File: src/rtl/ctrl_pkg.sv
// Shared encodings for the multicycle controller: FSM states, select codes,
// ALU commands, condition codes and the data-processing command decode.
package ctrl_pkg;

    typedef enum logic [3:0] {
        FETCH   = 4'd0,
        DECODE  = 4'd1,
        EXEC_R  = 4'd2,
        EXEC_I  = 4'd3,
        ALU_WB  = 4'd4,
        MEM_ADR = 4'd5,
        MEM_RD  = 4'd6,
        MEM_WB  = 4'd7,
        MEM_WR  = 4'd8,
        BRANCH  = 4'd9
    } state_t;

    // Instruction classes (instr[27:26])
    localparam logic [1:0] OP_DP  = 2'b00;
    localparam logic [1:0] OP_MEM = 2'b01;
    localparam logic [1:0] OP_BR  = 2'b10;

    // Extend unit selects
    localparam logic [1:0] IMM_DP  = 2'b00;
    localparam logic [1:0] IMM_MEM = 2'b01;
    localparam logic [1:0] IMM_BR  = 2'b10;
    localparam logic [1:0] IMM_SH  = 2'b11;

    // ALU operand and result selects
    localparam logic [1:0] SRCA_REG    = 2'b00;
    localparam logic [1:0] SRCA_PC     = 2'b01;
    localparam logic [1:0] SRCA_ALUOUT = 2'b10;
    localparam logic [1:0] SRCB_REG    = 2'b00;
    localparam logic [1:0] SRCB_IMM    = 2'b01;
    localparam logic [1:0] SRCB_FOUR   = 2'b10;
    localparam logic [1:0] RES_ALUOUT  = 2'b00;
    localparam logic [1:0] RES_DATA    = 2'b01;
    localparam logic [1:0] RES_ALURES  = 2'b10;

    // ALU operations
    localparam logic [1:0] ALU_ADD = 2'b00;
    localparam logic [1:0] ALU_SUB = 2'b01;
    localparam logic [1:0] ALU_AND = 2'b10;
    localparam logic [1:0] ALU_ORR = 2'b11;

    // Data-processing commands (funct[4:1])
    localparam logic [3:0] CMD_AND = 4'b0000;
    localparam logic [3:0] CMD_SUB = 4'b0010;
    localparam logic [3:0] CMD_ADD = 4'b0100;
    localparam logic [3:0] CMD_CMP = 4'b1010;
    localparam logic [3:0] CMD_ORR = 4'b1100;

    // Condition codes (instr[31:28])
    localparam logic [3:0] COND_EQ = 4'b0000;
    localparam logic [3:0] COND_NE = 4'b0001;
    localparam logic [3:0] COND_CS = 4'b0010;
    localparam logic [3:0] COND_CC = 4'b0011;
    localparam logic [3:0] COND_MI = 4'b0100;
    localparam logic [3:0] COND_PL = 4'b0101;
    localparam logic [3:0] COND_VS = 4'b0110;
    localparam logic [3:0] COND_VC = 4'b0111;
    localparam logic [3:0] COND_HI = 4'b1000;
    localparam logic [3:0] COND_LS = 4'b1001;
    localparam logic [3:0] COND_GE = 4'b1010;
    localparam logic [3:0] COND_LT = 4'b1011;
    localparam logic [3:0] COND_GT = 4'b1100;
    localparam logic [3:0] COND_LE = 4'b1101;
    localparam logic [3:0] COND_AL = 4'b1110;

    // ALU operation for a data-processing command; unknown commands add
    function automatic logic [1:0] alu_decode(input logic [3:0] cmd);
        case (cmd)
            CMD_ADD:          return ALU_ADD;
            CMD_SUB, CMD_CMP: return ALU_SUB;
            CMD_AND:          return ALU_AND;
            CMD_ORR:          return ALU_ORR;
            default:          return ALU_ADD;
        endcase
    endfunction

    // True when the command produces a destination write (CMP and unknowns do not)
    function automatic logic cmd_writes(input logic [3:0] cmd);
        return (cmd == CMD_ADD) || (cmd == CMD_SUB) ||
               (cmd == CMD_AND) || (cmd == CMD_ORR);
    endfunction

endpackage

File: src/rtl/cond_unit.sv
// Condition-code evaluation: cond field against registered NZCV flags.
module cond_unit
    import ctrl_pkg::*;
(
    input  logic [3:0] cond,
    input  logic [3:0] flags,
    output logic       cond_ex
);

    logic n, z, c, v;
    assign {n, z, c, v} = flags;

    // Pure combinational lookup; 1111 never executes
    always_comb begin
        cond_ex = 1'b0;
        case (cond)
            COND_EQ: cond_ex = z;
            COND_NE: cond_ex = ~z;
            COND_CS: cond_ex = c;
            COND_CC: cond_ex = ~c;
            COND_MI: cond_ex = n;
            COND_PL: cond_ex = ~n;
            COND_VS: cond_ex = v;
            COND_VC: cond_ex = ~v;
            COND_HI: cond_ex = c & ~z;
            COND_LS: cond_ex = ~c | z;
            COND_GE: cond_ex = (n == v);
            COND_LT: cond_ex = (n != v);
            COND_GT: cond_ex = ~z & (n == v);
            COND_LE: cond_ex = z | (n != v);
            COND_AL: cond_ex = 1'b1;
            default: cond_ex = 1'b0;
        endcase
    end

endmodule

File: src/rtl/multicycle_ctrl.sv
// Multicycle control FSM: sequences fetch/decode/execute/memory/writeback,
// decodes datapath selects from the state, gates write enables with the
// condition result and holds the NZCV flag register.
module multicycle_ctrl
    import ctrl_pkg::*;
(
    input  logic       clk,
    input  logic       rst_n,
    input  logic [3:0] cond,
    input  logic [1:0] op,
    input  logic [5:0] funct,
    input  logic [3:0] rd,
    input  logic [3:0] alu_flags,
    input  logic       mem_ready,
    output logic [1:0] imm_src,
    output logic [1:0] alu_src_a,
    output logic [1:0] alu_src_b,
    output logic [1:0] alu_ctrl,
    output logic [1:0] result_src,
    output logic       adr_src,
    output logic       ir_write,
    output logic       pc_write,
    output logic       reg_write,
    output logic       mem_write,
    output logic       mem_req,
    output logic [3:0] flags
);

    state_t     state;
    logic       cond_ex;
    logic       cond_ok;
    logic       imm_flag;
    logic [3:0] cmd;
    logic       sl_bit;

    assign imm_flag = funct[5];
    assign cmd      = funct[4:1];
    assign sl_bit   = funct[0];

    cond_unit u_cond (
        .cond    (cond),
        .flags   (flags),
        .cond_ex (cond_ex)
    );

    // State sequencing, flag register and the condition result latched at
    // decode. Latching keeps the write gating tied to the flags the
    // instruction started with, even after its own S-update in EXEC_*.
    always_ff @(posedge clk or negedge rst_n) begin
        if (!rst_n) begin
            state   <= FETCH;
            flags   <= 4'b0000;
            cond_ok <= 1'b0;
        end else begin
            case (state)
                FETCH:   if (mem_ready) state <= DECODE;
                DECODE: begin
                    cond_ok <= cond_ex;
                    case (op)
                        OP_DP:   state <= imm_flag ? EXEC_I : EXEC_R;
                        OP_MEM:  state <= MEM_ADR;
                        OP_BR:   state <= BRANCH;
                        default: state <= FETCH;
                    endcase
                end
                EXEC_R, EXEC_I: begin
                    if (sl_bit && cond_ok) flags <= alu_flags;
                    state <= ALU_WB;
                end
                ALU_WB:  state <= FETCH;
                MEM_ADR: state <= sl_bit ? MEM_RD : MEM_WR;
                MEM_RD:  if (mem_ready) state <= MEM_WB;
                MEM_WB:  state <= FETCH;
                MEM_WR:  if (mem_ready || !cond_ok) state <= FETCH;
                BRANCH:  state <= FETCH;
                default: state <= FETCH;
            endcase
        end
    end

    // Moore select decode plus enables gated by condition and mem_ready;
    // while reset is held everything sits at its idle value.
    always_comb begin
        imm_src    = IMM_DP;
        alu_src_a  = SRCA_REG;
        alu_src_b  = SRCB_FOUR;
        alu_ctrl   = ALU_ADD;
        result_src = RES_ALUOUT;
        adr_src    = 1'b0;
        ir_write   = 1'b0;
        pc_write   = 1'b0;
        reg_write  = 1'b0;
        mem_write  = 1'b0;
        mem_req    = 1'b0;
        if (rst_n) begin
            case (state)
                FETCH: begin
                    mem_req    = 1'b1;
                    alu_src_a  = SRCA_PC;
                    result_src = RES_ALURES;
                    ir_write   = mem_ready;
                    pc_write   = mem_ready;
                end
                DECODE: begin
                    alu_src_a  = SRCA_PC;
                    result_src = RES_ALURES;
                end
                EXEC_R: begin
                    alu_src_b = SRCB_REG;
                    imm_src   = IMM_SH;
                    alu_ctrl  = alu_decode(cmd);
                end
                EXEC_I: begin
                    alu_src_b = SRCB_IMM;
                    imm_src   = IMM_DP;
                    alu_ctrl  = alu_decode(cmd);
                end
                ALU_WB: begin
                    if (cond_ok && cmd_writes(cmd)) begin
                        if (rd == 4'd15) pc_write  = 1'b1;
                        else             reg_write = 1'b1;
                    end
                end
                MEM_ADR: begin
                    alu_src_b = SRCB_IMM;
                    imm_src   = IMM_MEM;
                end
                MEM_RD: begin
                    adr_src = 1'b1;
                    mem_req = 1'b1;
                end
                MEM_WB: begin
                    result_src = RES_DATA;
                    reg_write  = cond_ok;
                end
                MEM_WR: begin
                    adr_src   = 1'b1;
                    mem_req   = 1'b1;
                    mem_write = cond_ok;
                end
                BRANCH: begin
                    alu_src_a  = SRCA_ALUOUT;
                    alu_src_b  = SRCB_IMM;
                    imm_src    = IMM_BR;
                    result_src = RES_ALURES;
                    pc_write   = cond_ok;
                end
                default: ;
            endcase
        end
    end

endmodule

File: config.mk
export PLATFORM = sky130hd
export DESIGN_NAME = multicycle_ctrl
export DESIGN_NICKNAME = d
export VERILOG_FILES = /design/src/rtl/ctrl_pkg.sv /design/src/rtl/cond_unit.sv /design/src/rtl/multicycle_ctrl.sv
export SDC_FILE = /design/constraint.sdc
export NUM_CORES = 1
export LEC_CHECK = 0
export BUFFER_PORTS_ARGS = -buffer_cell sky130_fd_sc_hd__buf_2
export CORE_MARGIN = 2
export CORE_UTILIZATION = 51
export DETAILED_ROUTE_END_ITERATION = 10
export PLACE_DENSITY = 0.84
export SLEW_MARGIN = 10
export SYNTH_ARGS = -nofsm -noshare
export SYNTH_HDL_FRONTEND = slang
export SYNTH_HIERARCHICAL = 1
export SYNTH_SLANG_ARGS = --single-unit
File: constraint.sdc
create_clock -name clk -period 3.1 [get_ports clk]
set_input_delay 0.62 -clock clk [delete_from_list [all_inputs] [get_ports clk]]
set_output_delay 0.62 -clock clk [all_outputs]
set_load 0.01 [all_outputs]
==> results.cfg <==
[floorplan]
num_rows = 16
dieArea_mm2 = 0.00242
floorplan.initialDensity = 0.535
die_height_um = 49.2
die_w_um = 49.2
core_mm2 = 0.00194
io_pins = 43

[critical_path]
critical_path.cell_chain = nor2b_1 > mux2i_1 > o21ai_0 > nand2_1 > buf_2
critical-path-max-stage-delay_ps = 590
worst_ep_arrival_time_ps = 1970
worstSetupPathType = flop to output port
crit_path_top_delay_cell = nor2b_1
crit_fanout = 14
critical_path_required_ps = 2480
worst_setup_path_end_kind = output port
critPathLaunchType = flop

[placement]
dp_area_mm2 = 0.00123
gpl.final_weighted_congestion = 0.822
port-buffer-count = 42
place.detailed.instances = 190
detailed_place_hpwl_mm = 1.91

[pwr]
p_comb_frac = 0.550
netSwitchingFraction = 0.475
seq_power_share = 0.345
p_leak_nw = 0.605
vdd_ir_drop_max_mv = 0.454
p_clk_frac = 0.106
p_per_area_mw_per_mm2 = 674
power.net_switching_mw = 0.402
pint_mw = 0.445

[cts]
clk_latency_ps = 260
tritoncts = done
h-tree-depth = 1
postCtsResizedCells = 0
cts_hold_buf = 0
root_buffer = clkbuf_4
cts_inserted_buffers = 3
cts_setup_buffers = 0
clock_sink_count = 9
cts-root-to-sink-buffers = 2
clock_input_transition_at_the_sequential_cells_of_the_worst_setup_and_hold_paths_ps = 60

[routing]
post_drt_via_cell_ratio = 5.60
avgRoutedWirePerCell_um = 12.8
post-route-drc-count = 0
via_count = 1087
post_detailed_routing_wire_length_mm = 2.48
detail_route.first_pass.iterations = 6
first_iter_violations = 21
antenna_left = 0

[global_routing]
track_usage = 0.217
vias_in_the_first_global_route = 1005
grt_overflow = 0
global_route_wire_length_before_repair_mm = 4.22
initial_antenna_violation_count = 0
largest_net_degree_at_the_start_of_global_routing = 20

[synthesis]
ys.flop_type = dfrtp_1
synth.ff_latch_count = 9
synthesis.area_mm2 = 0.00104
number_of_flops_mapped_to_enable_cells_by_yosys = 0
ys_async_sr_fraction = 1.00
synth_fp_nets = 157
post-synth-top-area-fraction = 0.217
synth_seq_area_share = 0.217
ys_warn_count = 6
synthTopCellsByArea = dfrtp_1, mux2_1, a21oi_1
postSynthAreaPerCell_um2 = 8.00
netlist.top_cell.by_area = dfrtp_1
distinct_cell_type_count_of_the_synthesized_netlist = 47
syn-instance-count = 130

[timing]
finalSetupViolations = 0
worstMarginPinSlew_ps = 633
period_needed_ps = 2590
report.final.slew_viol_count = 0
worst_hold_slack_ps = 244
totalNegativeSetupSlack_ps = 0
finalHoldViolations = 0
share_of_the_clock_period_used_by_the_worst_path = 0.834
rsz0062_at_grt = no
final.setup_skew_ps = 4.96
max_freq_mhz = 387
maxSlewHeadroom = 0.577

[final_layout]
syn_to_final_growth_pct = 20.9
layout.cells.most_common = buf_2
final_net_count = 195
layoutNonFillerInstCount = 194
post-route-cell-area_mm2 = 0.00126
layout_cells_sized_above_1 = 0.317
most_used_cells_in_the_layout_excluding_fill_and_tap_cells = buf_2, nor2_1, nand2_1
insertedDiodeCount = 0

[run_status]
status = completed

[min_path]
worstHoldPathType = input pin to asynchronous set/reset pin

[job]
max_cap_violations = 0
synthesized netlist by cell type (2+ instances only):
library cell and instances:
nor2b_1 5, mux2_2 2, o21ai_0 2, inv_1 3, o211ai_1 2, xor2_1 2, nor4_1 2, dfrtp_1 9
a21oi_1 11, ha_1 4, mux2_1 5, or2_1 3, nand2_1 12, mux2i_1 2, a22oi_1 2, a211o_1 2
nand4_1 2, nand3_1 2, buf_2 6, nand2b_1 6, nor3b_1 3, nor2_1 13, nor3_1 5, a31oi_1 2
kinds of logic (layout without fill, tap and decap cells):
| family | Yosys count | count (layout) | synth area share |
|---|---|---|---|
| xor gates and xnor gates | 4 | 4 | 0.0409 |
| adders and majority gates | 4 | 4 | 0.0481 |
| and+or+nand+nor | 62 | 62 | 0.339 |
| muxes | 10 | 10 | 0.109 |
| buffers and inverters | 12 | 49 | 0.0614 |
| AOI/OAI and AO/OA | 29 | 29 | 0.184 |
| DFF | 9 | 9 | 0.217 |
per-layer routing:
layer,vias up,part of all wire,global-route usage
li1,542,-,-
met1,513,0.43,0.248
met2,30,0.52,0.412
met3,2,0.044,0.0337
met4,0,0.0069,0.0571
met5,-,0,0
metrics by stage:
stage / util / worst slack [ps] / power [mW]
final: 0.648 / 514 / 0.847
after global placement: 0.634 / 899 / 0.732
after CTS: 0.648 / 529 / 0.847
after detailed placement: 0.634 / 805 / 0.757
after global routing: 0.648 / 362 / 0.922
after floorplan: - / 1170 / 0.635
final cells by class:
cell class	count	area, um^2
well taps	27	33.8
fillers	179	684
repair buffers	42	210
multi-input cells	109	751
flip-flops and latches	9	225
clock buffers	4	26.3
inverters	3	11.3
power groups by stage:
stage          clock (mW)  sequential [mW]  combinational [mW]
6_report           0.0894            0.292               0.466
5_1_grt            0.0983            0.304               0.520
4_1_cts            0.0909            0.290               0.467
3_5_place_dp            0            0.291               0.465
3_3_place_gp            0            0.288               0.444
2_1_floorplan           0            0.234               0.400
state kept, by name, indices dropped and copies added, names as in the netlist:
name	flops
flags	4
state	4
cond_ok	1
final timing paths:
path	start	slack [ps]	cells after the start	to
worst max-delay path	state[1]	510	5	alu_src_b[1]
worst min-delay path	rst_n	240	1	state[2]
worst max register to register	flags[3]	1350	5	cond_ok
worst min register to register	flags[1]	570	1	flags[1]
max in group asynchronous	rst_n	2610	1	flags[2]
min in group clk	flags[1]	570	1	flags[1]
critical path, delay by kind of cell (launching register included):
kind	cells	cell delay, ps
flip-flops	1	570
AND/OR/NAND/NOR	2	660
multiplexers	1	150
buffers and inverters	1	150
AO/OA/AOI/OAI	1	180
No activity file was read; power rests on OpenSTA's default activity.
